--- src/rtl/baud_tick_gen.sv ---
// Fractional baud-rate tick generator: oversample, mid-bit and end-of-bit ticks plus a bit-rate
// square wave, with a shadowed divisor that only takes effect on a bit boundary.
module baud_tick_gen #(
  parameter int unsigned DIV_WIDTH    = 16,
  parameter int unsigned FRAC_WIDTH   = 4,
  parameter int unsigned OVERSAMPLE   = 16,  // must be >= 2 and even
  parameter int unsigned DEFAULT_DIV  = 52,
  parameter int unsigned DEFAULT_FRAC = 0
) (
  input  logic                  clk,
  input  logic                  reset,
  input  logic                  enable,
  input  logic                  resync,
  input  logic [DIV_WIDTH-1:0]  div_int,
  input  logic [FRAC_WIDTH-1:0] div_frac,
  input  logic                  div_load,
  output logic                  div_pending,
  output logic                  os_tick,
  output logic                  mid_tick,
  output logic                  bit_tick,
  output logic                  baud_out
);

  localparam int unsigned OS_W = (OVERSAMPLE > 2) ? $clog2(OVERSAMPLE) : 1;
  typedef logic [OS_W-1:0] os_cnt_t;
  localparam os_cnt_t OS_MID  = os_cnt_t'(OVERSAMPLE / 2 - 1);
  localparam os_cnt_t OS_LAST = os_cnt_t'(OVERSAMPLE - 1);

  logic [DIV_WIDTH-1:0]  active_int_q,  active_int_d;
  logic [FRAC_WIDTH-1:0] active_frac_q, active_frac_d;
  logic [DIV_WIDTH-1:0]  shadow_int_q,  shadow_int_d;
  logic [FRAC_WIDTH-1:0] shadow_frac_q, shadow_frac_d;
  logic                  pending_q,     pending_d;
  logic [DIV_WIDTH-1:0]  cnt_q,         cnt_d;
  logic [FRAC_WIDTH-1:0] acc_q,         acc_d;
  logic                  carry_q,       carry_d;
  os_cnt_t               os_cnt_q,      os_cnt_d;
  logic                  os_tick_q,     os_tick_d;
  logic                  mid_tick_q,    mid_tick_d;
  logic                  bit_tick_q,    bit_tick_d;
  logic                  baud_q,        baud_d;

  logic [DIV_WIDTH:0]    eff_div;
  logic [DIV_WIDTH:0]    period_m1;
  logic [FRAC_WIDTH:0]   frac_sum;
  logic                  os_hit;
  logic                  apply;

  // One extra bit keeps an all-ones divisor plus carry from wrapping.
  always_comb begin
    eff_div   = (active_int_q == '0) ? (DIV_WIDTH+1)'(1) : {1'b0, active_int_q};
    period_m1 = eff_div + (DIV_WIDTH+1)'(carry_q) - (DIV_WIDTH+1)'(1);
    // ">=" rather than "==" so a divisor shrunk while idle cannot strand cnt above the new period.
    os_hit    = ({1'b0, cnt_q} >= period_m1);
    frac_sum  = {1'b0, acc_q} + {1'b0, active_frac_q};
  end

  // NOTE: every signal driven here gets a default first, so no path leaves one unassigned (no latches).
  always_comb begin
    active_int_d  = active_int_q;
    active_frac_d = active_frac_q;
    shadow_int_d  = shadow_int_q;
    shadow_frac_d = shadow_frac_q;
    pending_d     = pending_q;
    cnt_d         = cnt_q;
    acc_d         = acc_q;
    carry_d       = carry_q;
    os_cnt_d      = os_cnt_q;
    baud_d        = baud_q;
    os_tick_d     = 1'b0;
    mid_tick_d    = 1'b0;
    bit_tick_d    = 1'b0;

    if (resync) begin
      cnt_d    = '0;
      os_cnt_d = '0;
      acc_d    = '0;
      carry_d  = 1'b0;
      baud_d   = 1'b0;
    end else if (enable) begin
      if (os_hit) begin
        cnt_d              = '0;
        os_tick_d          = 1'b1;
        {carry_d, acc_d}   = frac_sum;
        os_cnt_d           = (os_cnt_q == OS_LAST) ? '0 : os_cnt_t'(os_cnt_q + 1'b1);
        if (os_cnt_q == OS_MID) begin
          mid_tick_d = 1'b1;
          baud_d     = 1'b1;
        end
        if (os_cnt_q == OS_LAST) begin
          bit_tick_d = 1'b1;
          baud_d     = 1'b0;
        end
      end else begin
        cnt_d = cnt_q + 1'b1;
      end
    end

    // A waiting divisor lands on a bit boundary, or at once while the generator is idle.
    apply = pending_q && (bit_tick_d || !enable);
    if (apply) begin
      active_int_d  = div_load ? div_int  : shadow_int_q;
      active_frac_d = div_load ? div_frac : shadow_frac_q;
      pending_d     = 1'b0;
      acc_d         = '0;
      carry_d       = 1'b0;
    end else if (div_load) begin
      shadow_int_d  = div_int;
      shadow_frac_d = div_frac;
      pending_d     = 1'b1;
    end
  end

  // NOTE: state registers use non-blocking assignments so all flops update from the same pre-edge values.
  always_ff @(posedge clk or posedge reset) begin
    if (reset) begin
      active_int_q  <= DIV_WIDTH'(DEFAULT_DIV);
      active_frac_q <= FRAC_WIDTH'(DEFAULT_FRAC);
      shadow_int_q  <= DIV_WIDTH'(DEFAULT_DIV);
      shadow_frac_q <= FRAC_WIDTH'(DEFAULT_FRAC);
      pending_q     <= 1'b0;
      cnt_q         <= '0;
      acc_q         <= '0;
      carry_q       <= 1'b0;
      os_cnt_q      <= '0;
      os_tick_q     <= 1'b0;
      mid_tick_q    <= 1'b0;
      bit_tick_q    <= 1'b0;
      baud_q        <= 1'b0;
    end else begin
      active_int_q  <= active_int_d;
      active_frac_q <= active_frac_d;
      shadow_int_q  <= shadow_int_d;
      shadow_frac_q <= shadow_frac_d;
      pending_q     <= pending_d;
      cnt_q         <= cnt_d;
      acc_q         <= acc_d;
      carry_q       <= carry_d;
      os_cnt_q      <= os_cnt_d;
      os_tick_q     <= os_tick_d;
      mid_tick_q    <= mid_tick_d;
      bit_tick_q    <= bit_tick_d;
      baud_q        <= baud_d;
    end
  end

  assign div_pending = pending_q;
  assign os_tick     = os_tick_q;
  assign mid_tick    = mid_tick_q;
  assign bit_tick    = bit_tick_q;
  assign baud_out    = baud_q;

endmodule

--- config.mk ---
export PLATFORM = sky130hd
export DESIGN_NAME = baud_tick_gen
export DESIGN_NICKNAME = d
export VERILOG_FILES = /design/src/rtl/baud_tick_gen.sv
export SDC_FILE = /design/constraint.sdc
export NUM_CORES = 1
export LEC_CHECK = 0
export BUFFER_PORTS_ARGS = -buffer_cell sky130_fd_sc_hd__clkbuf_2
export CAP_MARGIN = 10
export CELL_PAD_IN_SITES_DETAIL_PLACEMENT = 1
export CELL_PAD_IN_SITES_GLOBAL_PLACEMENT = 1
export CORE_MARGIN = 2
export CORE_UTILIZATION = 39
export CTS_BUF_LIST = sky130_fd_sc_hd__clkbuf_8
export CTS_CLUSTER_DIAMETER = 50
export CTS_CLUSTER_SIZE = 24
export DETAILED_ROUTE_END_ITERATION = 8
export MAX_ROUTING_LAYER = met4
export PLACE_DENSITY = 0.7
export SYNTH_ARGS = -nofsm -noshare
export SYNTH_HDL_FRONTEND = slang
export SYNTH_SLANG_ARGS = --single-unit
export TNS_END_PERCENT = 50
--- constraint.sdc ---
create_clock -name clk -period 11.5 [get_ports clk]
set_clock_uncertainty 0.2 [all_clocks]
set_input_delay 0 -clock clk [delete_from_list [all_inputs] [get_ports clk]]
set_output_delay 0 -clock clk [all_outputs]
set_load 0.05 [all_outputs]
After elaboration in Yosys (flattened, before gate mapping):

Cells that the tools add are included.
Widths: inputs -> output; s select.

* $add $sub $neg: 5
* order comparisons: 1
* eq/ne operators: 2
* muxes and demuxes: 36
* reduce and logical (&&, ||, !) cells: 13

Operators with widths (number)
* $mux 16: 5
* $mux 4: 9
* $mux 1: 22
* $add 16x1->17: 1
* $ge 16x17->1: 1
* $sub 17x1->17 const B: 1
* $add 16x1->16 const B: 1
* $logic_not 16->1: 1
* $reduce_bool 3->1: 3
* $reduce_bool 2->1: 3
* $add 4x4->5: 1
* $add 4x1->4 const B: 1
* $eq 4x3->1 const B: 1
* $eq 4x4->1 const B: 1
* $reduce_and 2->1: 2
* $reduce_and 3->1: 1
* $logic_and 1x1->1: 1
* $logic_not 1->1: 1
* $logic_or 1x1->1: 1

* bits in registers: 70
* input port bits: 25
* output and inout bits: 5
* logic and storage cells: 70

Depth between registers and ports, before layout:

Gate-level depths: netlist of run 1.

* depth after elaboration: 12
* gate-level depth with buffers: 18
* depth with buffers taken out: 16

Worst setup path before layout of run 1:

Ideal clock, no wire load.

* kind: reg-to-reg
* start: reg active_int_q[5]
* end: reg os_cnt_q[2]
* setup time: 0.120 ns
* arrival time: 4.375 ns
* required time: 11.180 ns
* path slack: 6.805 ns
* cell stages (with the launch flop): 18
* path buffers: 1
* clock period less this slack: 4.695 ns
* path through: dfstp_2 -> or4_1 -> nor2_1 -> a31oi_1 -> ha_1 -> ha_1 -> or4b_4 -> or3_4 -> nor3_1 -> xnor2_1 -> ha_1 -> nand4_1 -> nor2_1 -> o311ai_0 -> a211oi_1 -> buf_2 -> a21oi_1 -> a31o_2

* longest elaborated chain between the ends: 7

Ends and longest elaborated chain
* from (decl): line 29 `logic [DIV_WIDTH-1:0] active_int_q, active_int_d;`
* from (signal assigned): line 117 `active_int_q <= DIV_WIDTH'(DEFAULT_DIV);`
* from (signal assigned): line 131 `active_int_q <= active_int_d;`
* $logic_not 16->1: line 51 `eff_div = (active_int_q == '0) ? (DIV_WIDTH+1)'(1) : {1'b0, active_int_q};`
* $mux 16 (*): line 51
* $add 16x1->17 (*): line 52 `period_m1 = eff_div + (DIV_WIDTH+1)'(carry_q) - (DIV_WIDTH+1)'(1);`
* $sub 17x1->17 (*): line 52
* $ge 16x17->1 (*): line 54 `os_hit = ({1'b0, cnt_q} >= period_m1);`
* $reduce_bool 2->1 (no source line) (*)
* $reduce_and 2->1 (no source line) (*)
* to (signal assigned): line 139 `os_cnt_q <= os_cnt_d;`
* to (decl): line 37 `os_cnt_t os_cnt_q, os_cnt_d;`

Every way passes the cells marked *; elsewhere a longest branch is shown, timed or not.
A chain may end at the register's enable or synchronous reset.

Worst setup path after layout of run 1:

* start: reg active_int_q[5]
* end: reg shadow_int_q[1]

* longest elaborated chain between the ends: 10

Ends and longest elaborated chain
* $logic_not 16->1: line 51
* $mux 16 (*): line 51
* $add 16x1->17 (*): line 52
* $sub 17x1->17 (*): line 52
* $ge 16x17->1 (*): line 54
* $mux 1 (*): line 81 `if (os_hit) begin`
* $mux 1 (*): line 80 `end else if (enable) begin`
* $mux 1 (*): line 74 `if (resync) begin`
* $logic_or 1x1->1 (*): line 100 `apply = pending_q && (bit_tick_d || !enable);`
* $logic_and 1x1->1 (*): line 100
* to (signal assigned): line 119 `shadow_int_q <= DIV_WIDTH'(DEFAULT_DIV);`
* to (signal assigned): line 133 `shadow_int_q <= shadow_int_d;`
* to (decl): line 31 `logic [DIV_WIDTH-1:0] shadow_int_q, shadow_int_d;`

Marked as above.

==> results.txt, run 1 <==
Final period utilization -> 48.94%
Starting Density -> 39.51%
Crit path max-delay cell type -> o311a_1
CP required -> 11.54 ns
WS Path Type -> flip-flop to flip-flop
Die H -> 105.6 µm
Worst flop-to-flop path startpoint -> active_int_q[5]$_DFFE_PP1P_
CTS buffer count -> 9
LEAKAGE -> 2.046 nW
Setup TNS -> 0 ns
# diodes -> 0
R2R Setup Slk -> 5.87 ns
Total GRT Usage -> 18.46%
Synth warnings -> 0
Layout cell share with drive strength beyond 1 -> 30.45%
Gate Count Post-Synth -> 346
Min-Delay Startpoint -> div_load
Worst setup path start -> active_int_q[5]$_DFFE_PP1P_
Chip Width -> 105.6 µm
Min Tclk post-route -> 5.628 ns
Distinct cells, synth -> 51
Max Fclk -> 177.7 MHz
Largest net degree at the start of global routing -> 71
Total grt overflow -> 0
Final setup fails -> 0
Slowest Stage Delay on Critical Path -> 0.87 ns
H-tree Lvls -> 3
Max Cap Viol -> 0
Final net count -> 449
CTS tree -> yes
Top_reg_cell synth -> dfrtp_1
First-pass GRT wire length -> 15880 µm
Clk slew on worst S/H paths -> 0.08 ns
Ys async rst share -> 100.0%
Post-route cell area -> 4684 µm²
RD Place Congestion -> 0.8245
Die Area -> 11150 µm²
Fin. Hold Viols -> 0
Root Driver -> clkbuf_8
Sequential power share -> 47.2%
Clock share of power -> 28.0%
Syn Nets -> 396
Max Root-Sink Buffers -> 2
Power Dens Cells -> 147.0 nW/µm²
Post-synth EDFFs -> 0
Util after Layout -> 46.00%
Syn_area_per_cell -> 11.63 µm²
Skew-Pair Late Insertion Delay -> 0.35 ns
Slew headroom -> 32.14%
Mapped Area -> 4024 µm²
CP Max Fanout -> 20
Initial antenna violation count -> 0
Post-CTS resize count -> 0
Critical path's most frequent cell -> ha_1
Drt via density -> 5.259
Worst VDD drop -> 0.07958 mV
Int Pwr -> 0.4791 mW
Routed Antenna Nets -> 0
Sinks on Clock Net -> 70
Commonest non-fill, non-tap cell in the layout -> dfrtp_1
Area delta synth->final -> 16.42%
Yosys reg bits -> 70
PortBufs -> 29
Combinational share of power -> 24.9%
Status -> finished clean
Arr. time, crit path -> 5.66 ns
Dpl hpwl -> 6327 µm
Avg WL per Cell -> 16.64 µm
Post-Route WL -> 8983 µm
DRC errors left -> 0
Hold path cells -> 2
Vias in the first global route -> 3159
Hold crit path type -> input port to flip-flop
Num rows -> 37
Slew Viols, Final -> 0
CP startpoint kind -> flip-flop
RSZ-0062 raised after global routing -> false
Worst slew pin tran -> 1.018 ns
Min-Delay Endpoint -> div_pending$_DFFE_PP0P_
Worst R2R Path Depth -> 15
CORE AREA -> 10180 µm²
Dpl cell area -> 4253 µm²
Sw Pwr -> 0.2094 mW
Sw Ratio -> 30.42%
Num ports -> 30
Critical path cell sequence -> or4_1 -> nor2_1 -> a31oi_1 -> ha_1 -> ha_1 -> or4b_4 -> or3_4 -> xor2_1 -> ha_1 -> a21oi_1 -> o21ai_0 -> a221oi_1 -> a21o_2 -> o311a_1 -> mux2_2
Crit Reg-Reg Endpoint -> shadow_int_q[1]$_DFFE_PP0N_
Register area share after synthesis -> 43.72%
Initial DRT Pass Iterations -> 4
DRT iter0 DRCs -> 48
DR vias -> 2840
Endpoint class of the critical path -> flip-flop
Commonest non-fill, non-tap cells in the layout -> 64 x dfrtp_1, 44 x mux2_2, 29 x clkbuf_2
Tot Pwr -> 0.6886 mW
state kept, by name, summed over array words and instances, names as in the netlist:
register / cells
shadow_frac_q: 4
os_tick: 1
acc_q: 4
div_pending: 1
shadow_int_q: 16
baud_out: 1
os_cnt_q: 4
bit_tick: 1
active_frac_q: 4
active_int_q: 16
carry_q: 1
mid_tick: 1
cnt_q: 16
Yosys cell counts, types with 2 or more instances:
library cell / number / area (µm²)
dfrtp_1: 64 / 1602
mux2_2: 44 / 495.5
nor2_1: 26 / 97.59
ha_1: 24 / 300.3
nand2_1: 19 / 71.32
xnor2_1: 16 / 140.1
a21oi_1: 15 / 75.07
mux2_4: 14 / 210.2
nor3_1: 12 / 60.06
xor2_1: 10 / 87.58
nand3_1: 9 / 45.04
inv_1: 8 / 30.03
and3_1: 6 / 37.54
dfstp_2: 6 / 157.7
mux2i_1: 6 / 60.06
nor4_1: 6 / 37.54
buf_2: 5 / 25.02
nand4_1: 5 / 31.28
a31oi_1: 4 / 25.02
clkbuf_1: 4 / 15.01
o21ai_0: 4 / 20.02
a21o_1: 3 / 22.52
or4_1: 3 / 22.52
a2111oi_2: 2 / 30.03
a211oi_1: 2 / 15.01
buf_12: 2 / 40.04
nor2b_1: 2 / 12.51
or3_4: 2 / 22.52
how the worst max path moves through the flow:
stage                                               to  depth (start not counted)
after floorplan                os_cnt_q[2]$_DFFE_PP0P_                         17
after global placement    shadow_int_q[11]$_DFFE_PP0N_                         16
after detailed placement   shadow_int_q[1]$_DFFE_PP0N_                         16
after CTS                  shadow_int_q[1]$_DFFE_PP0N_                         16
after global routing       shadow_int_q[1]$_DFFE_PP0N_                         16
final                      shadow_int_q[1]$_DFFE_PP0N_                         15
power by group through the flow:
stage / Clock (mW) / Sequential (mW) / Combinational [mW]
CTS: 0.198 / 0.325 / 0.174
detailed placement: 0 / 0.329 / 0.166
global placement: 0 / 0.326 / 0.155
global route: 0.211 / 0.332 / 0.192
finish: 0.193 / 0.325 / 0.171
floorplan: 0 / 0.318 / 0.132
timing repair:
action                    in CTS  in global routing
setup buffers                  0                  0
hold endpoints to repair     120                  0
hold buffers                  24                  0
through the flow:
stage / instances / setup WS (ns) / hold WS [ns]
after global placement: 500 / 6.094 / 0.04627
after CTS: 540 / 5.847 / 0.1576
final: 540 / 5.872 / 0.1581
after detailed placement: 500 / 5.902 / 0.05158
after floorplan: 346 / 6.805 / -0.04831
after global routing: 540 / 5.476 / 0.1786
cells by family after synthesis:
logic type      share of synthesized area, %
fa+ha+maj                              7.960
compound gates                         7.401
mux                                    19.03
xor+xnor                               5.659
simple gates                           12.66
flops                                  43.72
buf+inv                                3.576
per-layer routing:
layer | global-route usage (%) | wire, µm | vias to the layer above
met3 | 3.525 | 179 | 12
met4 | 5.545 | 135 | 0
met2 | 30.37 | 4547 | 31
li1 | - | - | 1364
met5 | - | 0 | -
met1 | 23.21 | 4121 | 1433
cell type report:
| type | count | area (µm²) |
|---|---|---|
| fillers | 1140 | 5500 |
| multi-input cells | 254 | 2126 |
| flip-flops and latches | 70 | 1759 |
| repair buffers | 56 | 407.9 |
| well taps | 136 | 170.2 |
| clock buffers | 9 | 123.9 |
| clock inverters | 7 | 67.56 |
| inverters | 8 | 30.03 |
worst max-delay path: cells and delay by family (launching register included):
family          cells  cell delay, ns
compound gates      6            2.19
xor+xnor            1            0.22
fa+ha+maj           3            0.70
flops               1            0.59
mux                 1            0.43
simple gates        4            1.18
Note: power is estimated with default switching activity, not from simulation.
==> run 2, diff against run 1 <==
- clock period: 11.5 -> 5.2 ns (I/O delays scaled with it)
==> results.txt, run 2 (same netlist as run 1, synthesis figures left out) <==
Status -> finished clean
Critical path's most frequent cell -> ha_1
Commonest non-fill, non-tap cells in the layout -> 64 x dfrtp_1, 44 x mux2_2, 29 x clkbuf_2
Fin. Hold Viols -> 0 (unchanged)
Slew headroom -> 41.18% (+9.0 points)
First-pass GRT wire length -> 15530 µm (-2.3%)
Die Area -> 11150 µm² (unchanged)
Arr. time, crit path -> 4.92 ns (-0.74 ns)
Max Cap Viol -> 0 (unchanged)
Drt via density -> 5.320 (+1.2%)
Initial DRT Pass Iterations -> 4 (unchanged)
CP Max Fanout -> 11 (-45%)
Slowest Stage Delay on Critical Path -> 0.59 ns (-0.28 ns)
Clock share of power -> 30.5% (+2.5 points)
Combinational share of power -> 24.2% (-0.7 points)
Power Dens Cells -> 332.9 nW/µm² (+130%)
FILL cells -> 1128 (-1.1%)
PortBufs -> 29 (unchanged)
RD Place Congestion -> 0.8427 (+2.2%)
Worst slew pin tran -> 0.8822 ns (-0.1356 ns)
Endpoint class of the critical path -> flip-flop
Num rows -> 37 (unchanged)
Chip Width -> 105.6 µm (unchanged)
Num ports -> 30 (unchanged)
Dpl cell area -> 4293 µm² (+0.94%)
Root Driver -> clkbuf_8
CTS tree -> yes
Commonest non-fill, non-tap cell in the layout -> dfrtp_1
Clk slew on worst S/H paths -> 0.08 ns (about the same)
DR vias -> 2894 (+1.9%)
Layout cell share with drive strength beyond 1 -> 31.86% (+1.4 points)
CTS buffer count -> 9 (unchanged)
Routed Antenna Nets -> 0 (unchanged)
Total GRT Usage -> 18.07% (-0.39 points)
DRC errors left -> 0 (unchanged)
Post-route cell area -> 4778 µm² (+2.0%)
Sw Ratio -> 29.94% (-0.47 points)
Skew-Pair Late Insertion Delay -> 0.36 ns (about the same)
Total grt overflow -> 0 (unchanged)
Critical path cell sequence -> or4_1 -> nor2_1 -> a31oi_1 -> ha_1 -> ha_1 -> or4b_4 -> or3_4 -> nor2_1 -> xnor2_1 -> ha_1 -> nand4_1 -> nor2_2 -> o311ai_1 -> a21o_2 -> buf_4 -> nand3_1 -> a21oi_1 -> dlygate4sd3_1
Avg WL per Cell -> 16.61 µm (-0.16%)
WS Path Type -> flip-flop to flip-flop
Setup TNS -> 0 ns (unchanged)
DRT iter0 DRCs -> 46 (-4.2%)
Biggest regs -> active_int_q: 16 flops, cnt_q: 16 flops, shadow_int_q: 16 flops
Sw Pwr -> 0.4763 mW (+130%)
Int Pwr -> 1.114 mW (+130%)
Sequential power share -> 45.3% (-1.9 points)
Slew Viols, Final -> 0 (unchanged)
Largest net degree at the start of global routing -> 71 (unchanged)
Crit path max-delay cell type -> dfstp_2
LEAKAGE -> 2.086 nW (+1.9%)
Max Root-Sink Buffers -> 2 (unchanged)
Min Tclk post-route -> 4.871 ns (-0.7571 ns)
Final setup fails -> 0 (unchanged)
Starting Density -> 39.51% (unchanged)
Hold crit path type -> input port to flip-flop
Final period utilization -> 93.68% (+45 points)
H-tree Lvls -> 3 (unchanged)
Post-Route WL -> 9035 µm (+0.58%)
Vias in the first global route -> 3045 (-3.6%)
Sinks on Clock Net -> 70 (unchanged)
CP required -> 5.25 ns (-6.29 ns)
Tot Pwr -> 1.591 mW (+130%)
# diodes -> 0 (unchanged)
Die H -> 105.6 µm (unchanged)
Initial antenna violation count -> 0 (unchanged)
Max Fclk -> 205.3 MHz (+16%)
Area delta synth->final -> 18.75%
Final net count -> 453 (+0.89%)
Worst VDD drop -> 0.1751 mV (+120%)
CP startpoint kind -> flip-flop
Dpl hpwl -> 6121 µm (-3.3%)
CORE AREA -> 10180 µm² (unchanged)
==> run 2: cell count changes in the layout (fill, tap and decap cells not counted), sizes merged <==
cell / delta
buf: +4
clkinv: -3
bufinv: +1
clkinvlp: +1
inv: +1
==> run 2: worst max-delay path, delay by kind of cell (launching register included) <==
kind / cells / cell delay (ns)
AOI/OAI and AO/OA: 4 / 0.67
adders and majority gates: 3 / 0.72
DFF: 1 / 0.59
buffers and inverters: 2 / 0.76
xor gates and xnor gates: 1 / 0.09
and+or+nand+nor: 8 / 1.72
==> run 2: final timing paths <==
check,from,to,slack (ns),cells after the start
worst min register to register,shadow_int_q[7]$_DFFE_PP0N_,shadow_int_q[7]$_DFFE_PP0N_,0.31,1
worst max register to register,active_int_q[5]$_DFFE_PP1P_,cnt_q[1]$_DFFE_PP0P_,0.33,18
min in group asynchronous,reset,active_frac_q[1]$_DFFE_PP0P_,0.26,4
max in group asynchronous,reset,cnt_q[10]$_DFFE_PP0P_,3.97,4
worst max-delay path,active_int_q[5]$_DFFE_PP1P_,cnt_q[1]$_DFFE_PP0P_,0.33,18
worst min-delay path,div_load,div_pending$_DFFE_PP0P_,0.14,2
==> run 2: final cells by class <==
| class | count | area [µm²] | share of cell area (%) |
|---|---|---|---|
| timing repair buffer | 60 | 462.9 | 9.688 |
| tap | 136 | 170.2 | 3.561 |
| multi-input combinational | 254 | 2141 | 44.80 |
| sequential | 70 | 1759 | 36.82 |
| clock buffer | 9 | 123.9 | 2.592 |
| clock inverter | 7 | 91.34 | 1.911 |
| inverter | 8 | 30.03 | 0.6284 |
==> run 2: power groups by stage <==
stage | sequential (mW) | combinational [mW] | clock, mW
2_1_floorplan | 0.703 | 0.291 | 0
3_3_place_gp | 0.722 | 0.349 | 0
3_5_place_dp | 0.729 | 0.368 | 0
4_1_cts | 0.720 | 0.390 | 0.497
5_1_grt | 0.736 | 0.430 | 0.520
6_report | 0.721 | 0.385 | 0.484
==> run 2: through the flow <==
step	utilization, %	worst slack (ns)	std cells	hold slack [ns]
2_1_floorplan	-	0.5052	346	-0.04831
3_3_place_gp	42.15	0.4972	502	0.04654
4_1_cts	46.62	0.1077	542	0.1416
5_1_grt	46.92	-0.007852	544	0.1747
6_report	46.92	0.3286	544	0.1385
3_5_place_dp	42.15	0.2908	502	0.05135
==> run 2: per-layer routing <==
metal	GRT usage [%]	up-vias	wire length, µm
met5	-	-	0
met4	5.451	0	134
li1	-	1369	-
met1	23.24	1481	4168
met2	29.49	32	4530
met3	2.968	12	201
==> run 2: what timing repair did <==
action	CTS	global route
gates resized for setup	0	4
hold buffers	24	0
endpoints found under the setup margin	0	50
setup buffers	0	2
hold endpoints to repair	124	0
==> run 3, diff against run 2 <==
- CORE_MARGIN: 2 -> 8
==> results.txt, run 3 (same netlist as run 1, synthesis figures left out) <==
Starting Density -> 39.51% (unchanged)
Max Fclk -> 202.0 MHz (-1.6%)
Post-route cell area -> 4736 µm² (-0.89%)
Combinational share of power -> 25.4% (+1.2 points)
Worst VDD drop -> 0.1714 mV (-2.1%)
Drt via density -> 5.232 (-1.6%)
First-pass GRT wire length -> 15550 µm (+0.17%)
Post-Route WL -> 8871 µm (-1.8%)
Critical path's most frequent cell -> ha_1
Buffers inserted by post-CTS timing repair -> 0 (unchanged)
Int Pwr -> 1.056 mW (-5.3%)
Die H -> 117.6 µm (+11%)
Worst slew pin tran -> 0.8805 ns (-0.001697 ns)
Sw Pwr -> 0.4581 mW (-3.8%)
Clock share of power -> 27.3% (-3.2 points)
CP startpoint kind -> flip-flop
Slowest Stage Delay on Critical Path -> 0.58 ns (about the same)
Avg WL per Cell -> 16.37 µm (-1.5%)
Initial antenna violation count -> 0 (unchanged)
Cell count after placement -> 503 (+0.20%)
Dpl hpwl -> 6168 µm (+0.76%)
Chip Width -> 117.6 µm (+11%)
Area delta synth->final -> 17.69%
Commonest non-fill, non-tap cells in the layout -> 64 x dfrtp_1, 44 x mux2_2, 29 x clkbuf_2
Critical path cell sequence -> or4_1 -> nor2_1 -> a31oi_1 -> ha_1 -> ha_1 -> or4b_4 -> or3_4 -> nor2_1 -> xnor2_1 -> ha_1 -> nand4_1 -> o21ai_0 -> a221oi_4 -> a21o_2 -> buf_4 -> nand3_1 -> a21oi_1 -> dlygate4sd3_1
Skew-Pair Late Insertion Delay -> 0.35 ns (about the same)
Fin. Hold Viols -> 0 (unchanged)
Status -> finished clean
Final setup fails -> 0 (unchanged)
Arr. time, crit path -> 4.99 ns (+0.07 ns)
Commonest non-fill, non-tap cell in the layout -> dfrtp_1
WS Path Type -> flip-flop to flip-flop
DRC errors left -> 0 (unchanged)
Layout cell share with drive strength beyond 1 -> 31.53% (-0.34 points)
RD Place Congestion -> 0.8064 (-4.3%)
Sw Ratio -> 30.26% (+0.32 points)
Final net count -> 452 (-0.22%)
Initial DRT Pass Iterations -> 4 (unchanged)
Routed Antenna Nets -> 0 (unchanged)
Max Cap Viol -> 0 (unchanged)
Hold crit path type -> input port to flip-flop
Final non-filler cell total -> 542 (-0.37%)
Total GRT Usage -> 14.21% (-3.9 points)
CP required -> 5.24 ns (about the same)
CP Max Fanout -> 11 (unchanged)
FILL cells -> 1108 (-1.8%)
Power Dens Cells -> 319.7 nW/µm² (-4.0%)
DRT iter0 DRCs -> 72 (+57%)
Min Tclk post-route -> 4.951 ns (+0.07939 ns)
LEAKAGE -> 2.071 nW (-0.71%)
H-tree Lvls -> 3 (unchanged)
Tot Pwr -> 1.514 mW (-4.8%)
Max Root-Sink Buffers -> 2 (unchanged)
Setup TNS -> 0 ns (unchanged)
Crit path max-delay cell type -> dfstp_2
Root Driver -> clkbuf_8
Vias in the first global route -> 3167 (+4.0%)
Largest net degree at the start of global routing -> 71 (unchanged)
CTS buffer count -> 9 (unchanged)
Num ports -> 30 (unchanged)
Num rows -> 37 (unchanged)
Hold WS -> 0.1295 ns (-0.009074 ns)
Sinks on Clock Net -> 70 (unchanged)
CTS tree -> yes
RSZ-0062 raised after global routing -> false
PortBufs -> 29 (unchanged)
Clk slew on worst S/H paths -> 0.08 ns (about the same)
Total grt overflow -> 0 (unchanged)
Dpl cell area -> 4288 µm² (-0.12%)
DR vias -> 2836 (-2.0%)
Endpoint class of the critical path -> flip-flop
Die Area -> 13820 µm² (+24%)
# diodes -> 0 (unchanged)
Slew Viols, Final -> 0 (unchanged)
Sequential power share -> 47.3% (+2.0 points)
Final period utilization -> 95.21% (+1.5 points)
Biggest regs -> active_int_q: 16 flops, cnt_q: 16 flops, shadow_int_q: 16 flops
Slew headroom -> 41.30% (+0.11 points)
CORE AREA -> 10180 µm² (unchanged)
[run 3: cell types whose count changed in the layout (fill, tap and decap cells not counted), sizes merged]
cell | previous run | this run
buf | 7 | 6
clkinv | 0 | 1
inv | 11 | 12
clkinvlp | 2 | 0
bufinv | 2 | 1
[run 3: layer usage]
| metal | GRT usage, % | routed length, µm |
|---|---|---|
| met4 | 7.606 | 194 |
| met2 | 22.94 | 4399 |
| met5 | - | 0 |
| met1 | 16.87 | 4152 |
| met3 | 2.110 | 124 |
[run 3: path summary, 6_finish.rpt]
kind | end | from | slack (ns) | cells past startpoint
max in group asynchronous | cnt_q[11]$_DFFE_PP0P_ | reset | 3.98 | 4
min in group asynchronous | shadow_frac_q[0]$_DFFE_PP0N_ | reset | 0.25 | 4
hold / removal | div_pending$_DFFE_PP0P_ | div_load | 0.13 | 2
setup reg to reg | cnt_q[0]$_DFFE_PP0P_ | active_int_q[5]$_DFFE_PP1P_ | 0.25 | 18
hold reg to reg | shadow_int_q[14]$_DFFE_PP0N_ | shadow_int_q[14]$_DFFE_PP0N_ | 0.31 | 1
setup / recovery | cnt_q[0]$_DFFE_PP0P_ | active_int_q[5]$_DFFE_PP1P_ | 0.25 | 18
[run 3: cell type report]
class                   instances  area (µm²)  share of cell area (%)
repair buffers                 59       442.9                   9.353
well taps                     136       170.2                   3.593
multi-input cells             254        2160                   45.60
clock inverters                 6       50.05                   1.057
inverters                       8       30.03                  0.6341
clock buffers                   9       123.9                   2.616
flip-flops and latches         70        1759                   37.15
[run 3: power by group through the flow]
stage	Clock, mW	Sequential [mW]	Combinational, mW
3_3_place_gp	0	0.721	0.347
6_report	0.413	0.716	0.385
5_1_grt	0.446	0.732	0.427
3_5_place_dp	0	0.727	0.366
2_1_floorplan	0	0.703	0.291
4_1_cts	0.428	0.717	0.385
[run 3: per-stage QoR]
step	utilization (%)	worst slack [ns]
2_1_floorplan	-	0.5052
3_3_place_gp	42.10	0.3974
3_5_place_dp	42.10	0.2277
4_1_cts	46.17	0.08107
5_1_grt	46.50	0.009055
6_report	46.50	0.2492
[run 3: timing repair]
action,4_1_cts,5_1_grt
endpoints found under the hold margin,122,0
hold buffers,24,0
endpoints found under the setup margin,0,37
gates resized for setup,0,7
[run 3: worst max-delay path: cells and delay by family, from the launching register on]
kind / cells / cell delay (ns)
simple gates: 7 / 1.54
compound gates: 5 / 0.88
buf+inv: 2 / 0.75
xor+xnor: 1 / 0.09
fa+ha+maj: 3 / 0.79
flops: 1 / 0.58
